$ cat config.mk
export PLATFORM = sky130hd
export DESIGN_NAME = cond_flag_ctrl_flat
export DESIGN_NICKNAME = d
export VERILOG_FILES = /design/src/rtl/cond_flag_ctrl_if.sv /design/src/rtl/cond_flag_ctrl.sv /design/src/flat_wrapper.sv
export SDC_FILE = /design/constraint.sdc
export NUM_CORES = 1
export LEC_CHECK = 0
export CAP_MARGIN = 0
export CORE_AREA = 3 3 48 50
export DETAILED_ROUTE_END_ITERATION = 8
export DIE_AREA = 0 0 51 53
export PLACE_DENSITY = 0.74
export SYNTH_ARGS = -nofsm -noshare
export SYNTH_HDL_FRONTEND = slang
export SYNTH_SLANG_ARGS = --single-unit
$ cat constraint.sdc
create_clock -name clk -period 2.1 [get_ports clk]
set_input_delay 0.525 -clock clk [delete_from_list [all_inputs] [get_ports clk]]
set_output_delay 0.525 -clock clk [all_outputs]
set_load 0.005 [all_outputs]
$ cat src/rtl/cond_flag_ctrl_if.sv
// Execute-stage condition-flag controller bus: decode strobes and flag writes in,
// architectural flags, gated Memory-stage strobes, kill indication and skip counter out.
interface cond_flag_ctrl_if #(
    parameter int FLAG_W = 2,
    parameter int CNT_W  = 8
);
    logic              Stall;
    logic              Flush;
    logic              ValidE;
    logic              CondEx;
    logic [1:0]        FlagWE;
    logic [FLAG_W-1:0] ALUFlags1;
    logic [FLAG_W-1:0] ALUFlags2;
    logic              PCSE;
    logic              RegWE;
    logic              MemWE;
    logic [FLAG_W-1:0] Flags1;
    logic [FLAG_W-1:0] Flags2;
    logic              PCSrcM;
    logic              RegWriteM;
    logic              MemWriteM;
    logic              KillE;
    logic [CNT_W-1:0]  SkipCount;

    modport master (
        output Stall, Flush, ValidE, CondEx, FlagWE, ALUFlags1, ALUFlags2,
               PCSE, RegWE, MemWE,
        input  Flags1, Flags2, PCSrcM, RegWriteM, MemWriteM, KillE, SkipCount
    );

    modport slave (
        input  Stall, Flush, ValidE, CondEx, FlagWE, ALUFlags1, ALUFlags2,
               PCSE, RegWE, MemWE,
        output Flags1, Flags2, PCSrcM, RegWriteM, MemWriteM, KillE, SkipCount
    );
endinterface

$ cat src/rtl/cond_flag_ctrl.sv
// Commits or squashes the Execute instruction from CondEx, owns the two flag groups,
// registers gated Memory-stage strobes and kills the two slots behind a taken branch.
module cond_flag_ctrl #(
    parameter int FLAG_W = 2,
    parameter int CNT_W  = 8
) (
    input  logic           clk,
    input  logic           rst_n,
    cond_flag_ctrl_if.slave bus
);
    typedef enum logic [1:0] {RUN, KILL1, KILL2} state_t;

    localparam logic [CNT_W-1:0] CNT_MAX = {CNT_W{1'b1}};

    state_t            state, state_nxt;
    logic              exec_e;
    logic              skip_e;
    logic [FLAG_W-1:0] flags1_q, flags2_q;
    logic              pcsrc_q, regwrite_q, memwrite_q;
    logic [CNT_W-1:0]  skip_q;

    // Flush kills the slot outright; kill states squash the branch shadow.
    assign exec_e = bus.ValidE & bus.CondEx & (state == RUN) & ~bus.Flush;
    assign skip_e = bus.ValidE & ~bus.CondEx & (state == RUN) & ~bus.Stall & ~bus.Flush;

    always_ff @(posedge clk or negedge rst_n) begin
        if (!rst_n) begin
            state <= RUN;
        end else begin
            // NOTE: sequential state uses non-blocking assignments so every register
            // samples pre-edge values regardless of block ordering.
            state <= state_nxt;
        end
    end

    always_comb begin
        // NOTE: default first so every path assigns state_nxt and no latch is inferred.
        state_nxt = state;
        if (bus.Flush) begin
            state_nxt = RUN;
        end else if (!bus.Stall) begin
            unique case (state)
                RUN:     if (exec_e && bus.PCSE) state_nxt = KILL1;
                KILL1:   state_nxt = KILL2;
                KILL2:   state_nxt = RUN;
                default: state_nxt = RUN;
            endcase
        end
    end

    always_ff @(posedge clk or negedge rst_n) begin
        if (!rst_n) begin
            flags1_q <= '0;
            flags2_q <= '0;
        end else begin
            if (exec_e && bus.FlagWE[0] && !bus.Stall) flags1_q <= bus.ALUFlags1;
            if (exec_e && bus.FlagWE[1] && !bus.Stall) flags2_q <= bus.ALUFlags2;
        end
    end

    always_ff @(posedge clk or negedge rst_n) begin
        if (!rst_n) begin
            pcsrc_q    <= 1'b0;
            regwrite_q <= 1'b0;
            memwrite_q <= 1'b0;
        end else if (bus.Flush) begin
            pcsrc_q    <= 1'b0;
            regwrite_q <= 1'b0;
            memwrite_q <= 1'b0;
        end else if (!bus.Stall) begin
            pcsrc_q    <= bus.PCSE  & exec_e;
            regwrite_q <= bus.RegWE & exec_e;
            memwrite_q <= bus.MemWE & exec_e;
        end
    end

    always_ff @(posedge clk or negedge rst_n) begin
        if (!rst_n) begin
            skip_q <= '0;
        end else if (skip_e && skip_q != CNT_MAX) begin
            skip_q <= skip_q + CNT_W'(1);
        end
    end

    assign bus.Flags1    = flags1_q;
    assign bus.Flags2    = flags2_q;
    assign bus.PCSrcM    = pcsrc_q;
    assign bus.RegWriteM = regwrite_q;
    assign bus.MemWriteM = memwrite_q;
    assign bus.KillE     = (state != RUN);
    assign bus.SkipCount = skip_q;
endmodule

$ cat src/flat_wrapper.sv
// flat-port wrapper written by rule: the top's interface ports become plain ports
module cond_flag_ctrl_flat 
#(
    parameter int FLAG_W = 2,
    parameter int CNT_W  = 8
)
  (clk, rst_n, bus_Stall, bus_Flush, bus_ValidE, bus_CondEx, bus_FlagWE, bus_ALUFlags1, bus_ALUFlags2, bus_PCSE, bus_RegWE, bus_MemWE, bus_Flags1, bus_Flags2, bus_PCSrcM, bus_RegWriteM, bus_MemWriteM, bus_KillE, bus_SkipCount);
  cond_flag_ctrl_if #(.FLAG_W(FLAG_W), .CNT_W(CNT_W)) bus_i ();
  input  logic clk;
  input  logic rst_n;
  input wire logic [$bits(bus_i.Stall)-1:0] bus_Stall;
  input wire logic [$bits(bus_i.Flush)-1:0] bus_Flush;
  input wire logic [$bits(bus_i.ValidE)-1:0] bus_ValidE;
  input wire logic [$bits(bus_i.CondEx)-1:0] bus_CondEx;
  input wire logic [$bits(bus_i.FlagWE)-1:0] bus_FlagWE;
  input wire logic [$bits(bus_i.ALUFlags1)-1:0] bus_ALUFlags1;
  input wire logic [$bits(bus_i.ALUFlags2)-1:0] bus_ALUFlags2;
  input wire logic [$bits(bus_i.PCSE)-1:0] bus_PCSE;
  input wire logic [$bits(bus_i.RegWE)-1:0] bus_RegWE;
  input wire logic [$bits(bus_i.MemWE)-1:0] bus_MemWE;
  output wire logic [$bits(bus_i.Flags1)-1:0] bus_Flags1;
  output wire logic [$bits(bus_i.Flags2)-1:0] bus_Flags2;
  output wire logic [$bits(bus_i.PCSrcM)-1:0] bus_PCSrcM;
  output wire logic [$bits(bus_i.RegWriteM)-1:0] bus_RegWriteM;
  output wire logic [$bits(bus_i.MemWriteM)-1:0] bus_MemWriteM;
  output wire logic [$bits(bus_i.KillE)-1:0] bus_KillE;
  output wire logic [$bits(bus_i.SkipCount)-1:0] bus_SkipCount;
  assign bus_i.Stall = bus_Stall;
  assign bus_i.Flush = bus_Flush;
  assign bus_i.ValidE = bus_ValidE;
  assign bus_i.CondEx = bus_CondEx;
  assign bus_i.FlagWE = bus_FlagWE;
  assign bus_i.ALUFlags1 = bus_ALUFlags1;
  assign bus_i.ALUFlags2 = bus_ALUFlags2;
  assign bus_i.PCSE = bus_PCSE;
  assign bus_i.RegWE = bus_RegWE;
  assign bus_i.MemWE = bus_MemWE;
  assign bus_Flags1 = bus_i.Flags1;
  assign bus_Flags2 = bus_i.Flags2;
  assign bus_PCSrcM = bus_i.PCSrcM;
  assign bus_RegWriteM = bus_i.RegWriteM;
  assign bus_MemWriteM = bus_i.MemWriteM;
  assign bus_KillE = bus_i.KillE;
  assign bus_SkipCount = bus_i.SkipCount;
  cond_flag_ctrl #(.FLAG_W(FLAG_W), .CNT_W(CNT_W)) u_core (.clk(clk), .rst_n(rst_n), .bus(bus_i));
endmodule
==> results by group <==
Routing
  • Wire length per cell: around 12 microns
  • Routed vias/inst: 4.882
  • WL final: approximately 1600 microns
  • Number of detailed-route iterations in the first pass: 4
  • Routed Antenna Nets: 0
  • Iteration-0 DRC Markers: 6
  • Via count of the routed design: about 660
  • Drc violations: 0

Floorplan
  • Starting density of the core: roughly 40%
  • Die area: about 0.0027 sq mm
  • Die Wd: about 50 microns
  • Die span in y: around 53 microns
  • Std-Cell Rows: 16
  • I/O pins: 31
  • Core Region: between 0.0015 and 0.002 sq mm

Logic synthesis
  • Post-synth cell types: 22
  • Top FF cell, synth: dfrtp_1
  • Sequential share of the synthesized area: between 50% and 60%
  • Synth Instances: 66
  • Synthesis Warnings: 0
  • Fraction of registers with async set/reset: 100.0%
  • Number of synthesized flops with an enable pin: 0
  • Number of synthesized register bits: 17
  • Syn nets: approximately 80
  • Syn_area_per_cell: 11.87 sq um
  • Syn Std Cell Area: 783.3 sq um

Status
  • Status: finished clean

Placement
  • Final GP Congestion: ~0.8
  • Placement Cell Area: between 0.001 and 0.0015 sq mm
  • Hpwl dp: between 1000 and 1500 microns
  • Placed cells: roughly 130
  • # port buffers: 30

Clocking
  • Clock Tree Buf Depth: 2
  • Worst skew pair latency: roughly 280 ps
  • Clock sink count: 17
  • CTS root buf: clkbuf_4
  • Clock slew at reported path FFs: 100 ps
  • Total CTS buffers: 3
  • H-tree depth: 1
  • Post-CTS Hold Fix Bufs: 0
  • Post-CTS Setup Inserts: 0
  • CTS-repair resized insts: 0
  • CTS tree: built

STA
  • Tmin final: roughly 2000 ps
  • RSZ-0062 raised after global routing: false
  • Fmax: approximately 0.50 GHz
  • Final Skew: between 1 and 1.5 ps
  • Final worst path period share: between 90% and 100%
  • Max-slew headroom: between 80% and 90%
  • Hold Fails Final Rpt: 0
  • Setup violations, final: 0
  • Slew Limit Fails: 0
  • Worst slew pin tran: around 290 ps
  • Hold Slack: around 520 ps

Setup path
  • Crit Path Class: input pin to register
  • Crit Reg-Reg Endpoint: u_core.bus.SkipCount[7]
  • Worst path required time: between 2000 and 2500 ps
  • CP max FO: 2
  • Critical Path Start Type: input pin
  • R2R setup slack: between 300 and 400 ps
  • Worst reg2reg startpoint: u_core.state[1]
  • R2R depth: 4
  • Worst Setup End Kind: register
  • Crit path DAT: about 2200 ps

GRT
  • GRT Total Usage: around 14%
  • Congestion Overflow GR: 0
  • Largest net degree at the start of global routing: 18
  • Vias in the first global route: approximately 650
  • Antenna violations before repair: 0
  • Global-route wire length before repair: 2766 microns

Finish
  • # diodes: 0
  • Finished Layout Cells: ~140
  • Nets: between 100 and 150
  • Design Area, Final: 0.001212 sq mm
  • Filler cell count: 160
  • Synthesis-to-layout area growth: 54.79%
  • Share of layout cells above drive strength 1: roughly a quarter

Pwr
  • LEAKAGE: approximately 0.52 nW
  • Power per cell area: around 700 mW/mm^2
  • Worst vdd ir: 0.4646 mV

Hold path
  • Hold WC Path Type: register to register
  • Hold_sp: u_core.bus.PCSrcM
  • Worst Hold End: u_core.bus.PCSrcM
  • Worst hold path depth: 1

Flow run
  • Maxcap violations: 0
how the worst max path moves through the flow:
stage,startpoint,to,cells after the start
global placement,bus_Flush,u_core.bus.SkipCount[7],5
detailed placement,bus_Flush,u_core.bus.SkipCount[7],5
CTS,bus_Flush,u_core.bus.SkipCount[7],5
global route,bus_Flush,u_core.bus.SkipCount[7],5
finish,bus_Flush,u_core.bus.SkipCount[7],5
floorplan,bus_Flush,u_core.bus.SkipCount[7],4
stage by stage:
step	total power [mW]	utilization (%)	worst slack, ps	setup TNS (ps)
global placement	0.6830	61.02	-178.9	-921.5
detailed placement	0.6876	61.02	-218.5	-1040
floorplan	0.5164	-	238.0	0
global route	0.9070	62.44	23.51	0
CTS	0.8625	62.44	92.30	0
finish	0.8489	62.44	92.20	0
worst max-delay path, cell delays in order:
cell and delay [ps]:
clkdlybuf4s50_1 420, or2_4 260, or4_4 520, nor3_2 130, mux2_1 330
report_power, final:
| group | internal (mW) | switching [mW] | leakage [nW] |
|---|---|---|---|
| Combinational | 0.171 | 0.0743 | 0.278 |
| Sequential | 0.380 | 0.0524 | 0.224 |
| Clock | 0.0706 | 0.101 | 0.0177 |
cells in the mapped netlist (2+ instances only):
| master | number | share of area [%] |
|---|---|---|
| dfrtp_1 | 17 | 54 |
| nand2_1 | 11 | 5.3 |
| mux2_2 | 7 | 10 |
| a22o_2 | 4 | 5.1 |
| nor2_1 | 3 | 1.4 |
| a21oi_1 | 2 | 1.3 |
| nand3_1 | 2 | 1.3 |
| nor2b_1 | 2 | 1.6 |
| nor3_1 | 2 | 1.3 |
| nor3_2 | 2 | 2.6 |
| or2_4 | 2 | 2.2 |
| xor2_1 | 2 | 2.2 |
area by class of cell:
| cell class | count | area [sq um] | share of cell area, % |
|---|---|---|---|
| clock buffer | 3 | 22.52 | 1.858 |
| clock inverter | 1 | 5.005 | 0.4128 |
| multi-input combinational | 49 | 357.8 | 29.52 |
| sequential | 17 | 425.4 | 35.09 |
| tap | 27 | 33.78 | 2.786 |
| timing repair buffer | 39 | 367.9 | 30.34 |
registers in the layout, summed over array words and instances (netlist names):
name / cells
u_core.bus.Flags2: 2
u_core.state: 2
u_core.bus.PCSrcM: 1
u_core.bus.SkipCount: 8
u_core.bus.RegWriteM: 1
u_core.bus.Flags1: 2
u_core.bus.MemWriteM: 1
routing by layer:
layer / GRT usage [%] / vias up / wire length [microns]
met3: 2.535 / 2 / 75
met1: 18.31 / 317 / 726
met5: 0 / - / 0
li1: - / 326 / -
met4: 5.381 / 0 / 7
met2: 21.24 / 19 / 816
cell usage in the layout (no fill, tap or decap):
master and n:
or4_4 1, dfrtp_1 17, buf_4 9, nor2_1 3, a31oi_1 1, clkinv_2 1, o31a_1 1, ha_1 1
nand2b_1 1, mux2i_1 1, nor3_2 2, nor2b_1 2, or2_4 2, clkbuf_4 3, a41oi_1 1, mux2_1 1
nand3_1 2, o31ai_1 1, nand2_1 11, clkdlybuf4s50_1 30, a22o_2 4, mux2_2 7, a21oi_1 2, nor3_1 2
xor2_1 2, nand4_1 1
kinds of logic after synthesis:
logic type	synth area share, %
flip-flops	54.31
AND/OR/NAND/NOR	18.69
XOR/XNOR	2.237
multiplexers	12.78
AO/OA/AOI/OAI	10.38
adder cells (fa/ha/maj)	1.597
Note: power is estimated with default switching activity, not from simulation.
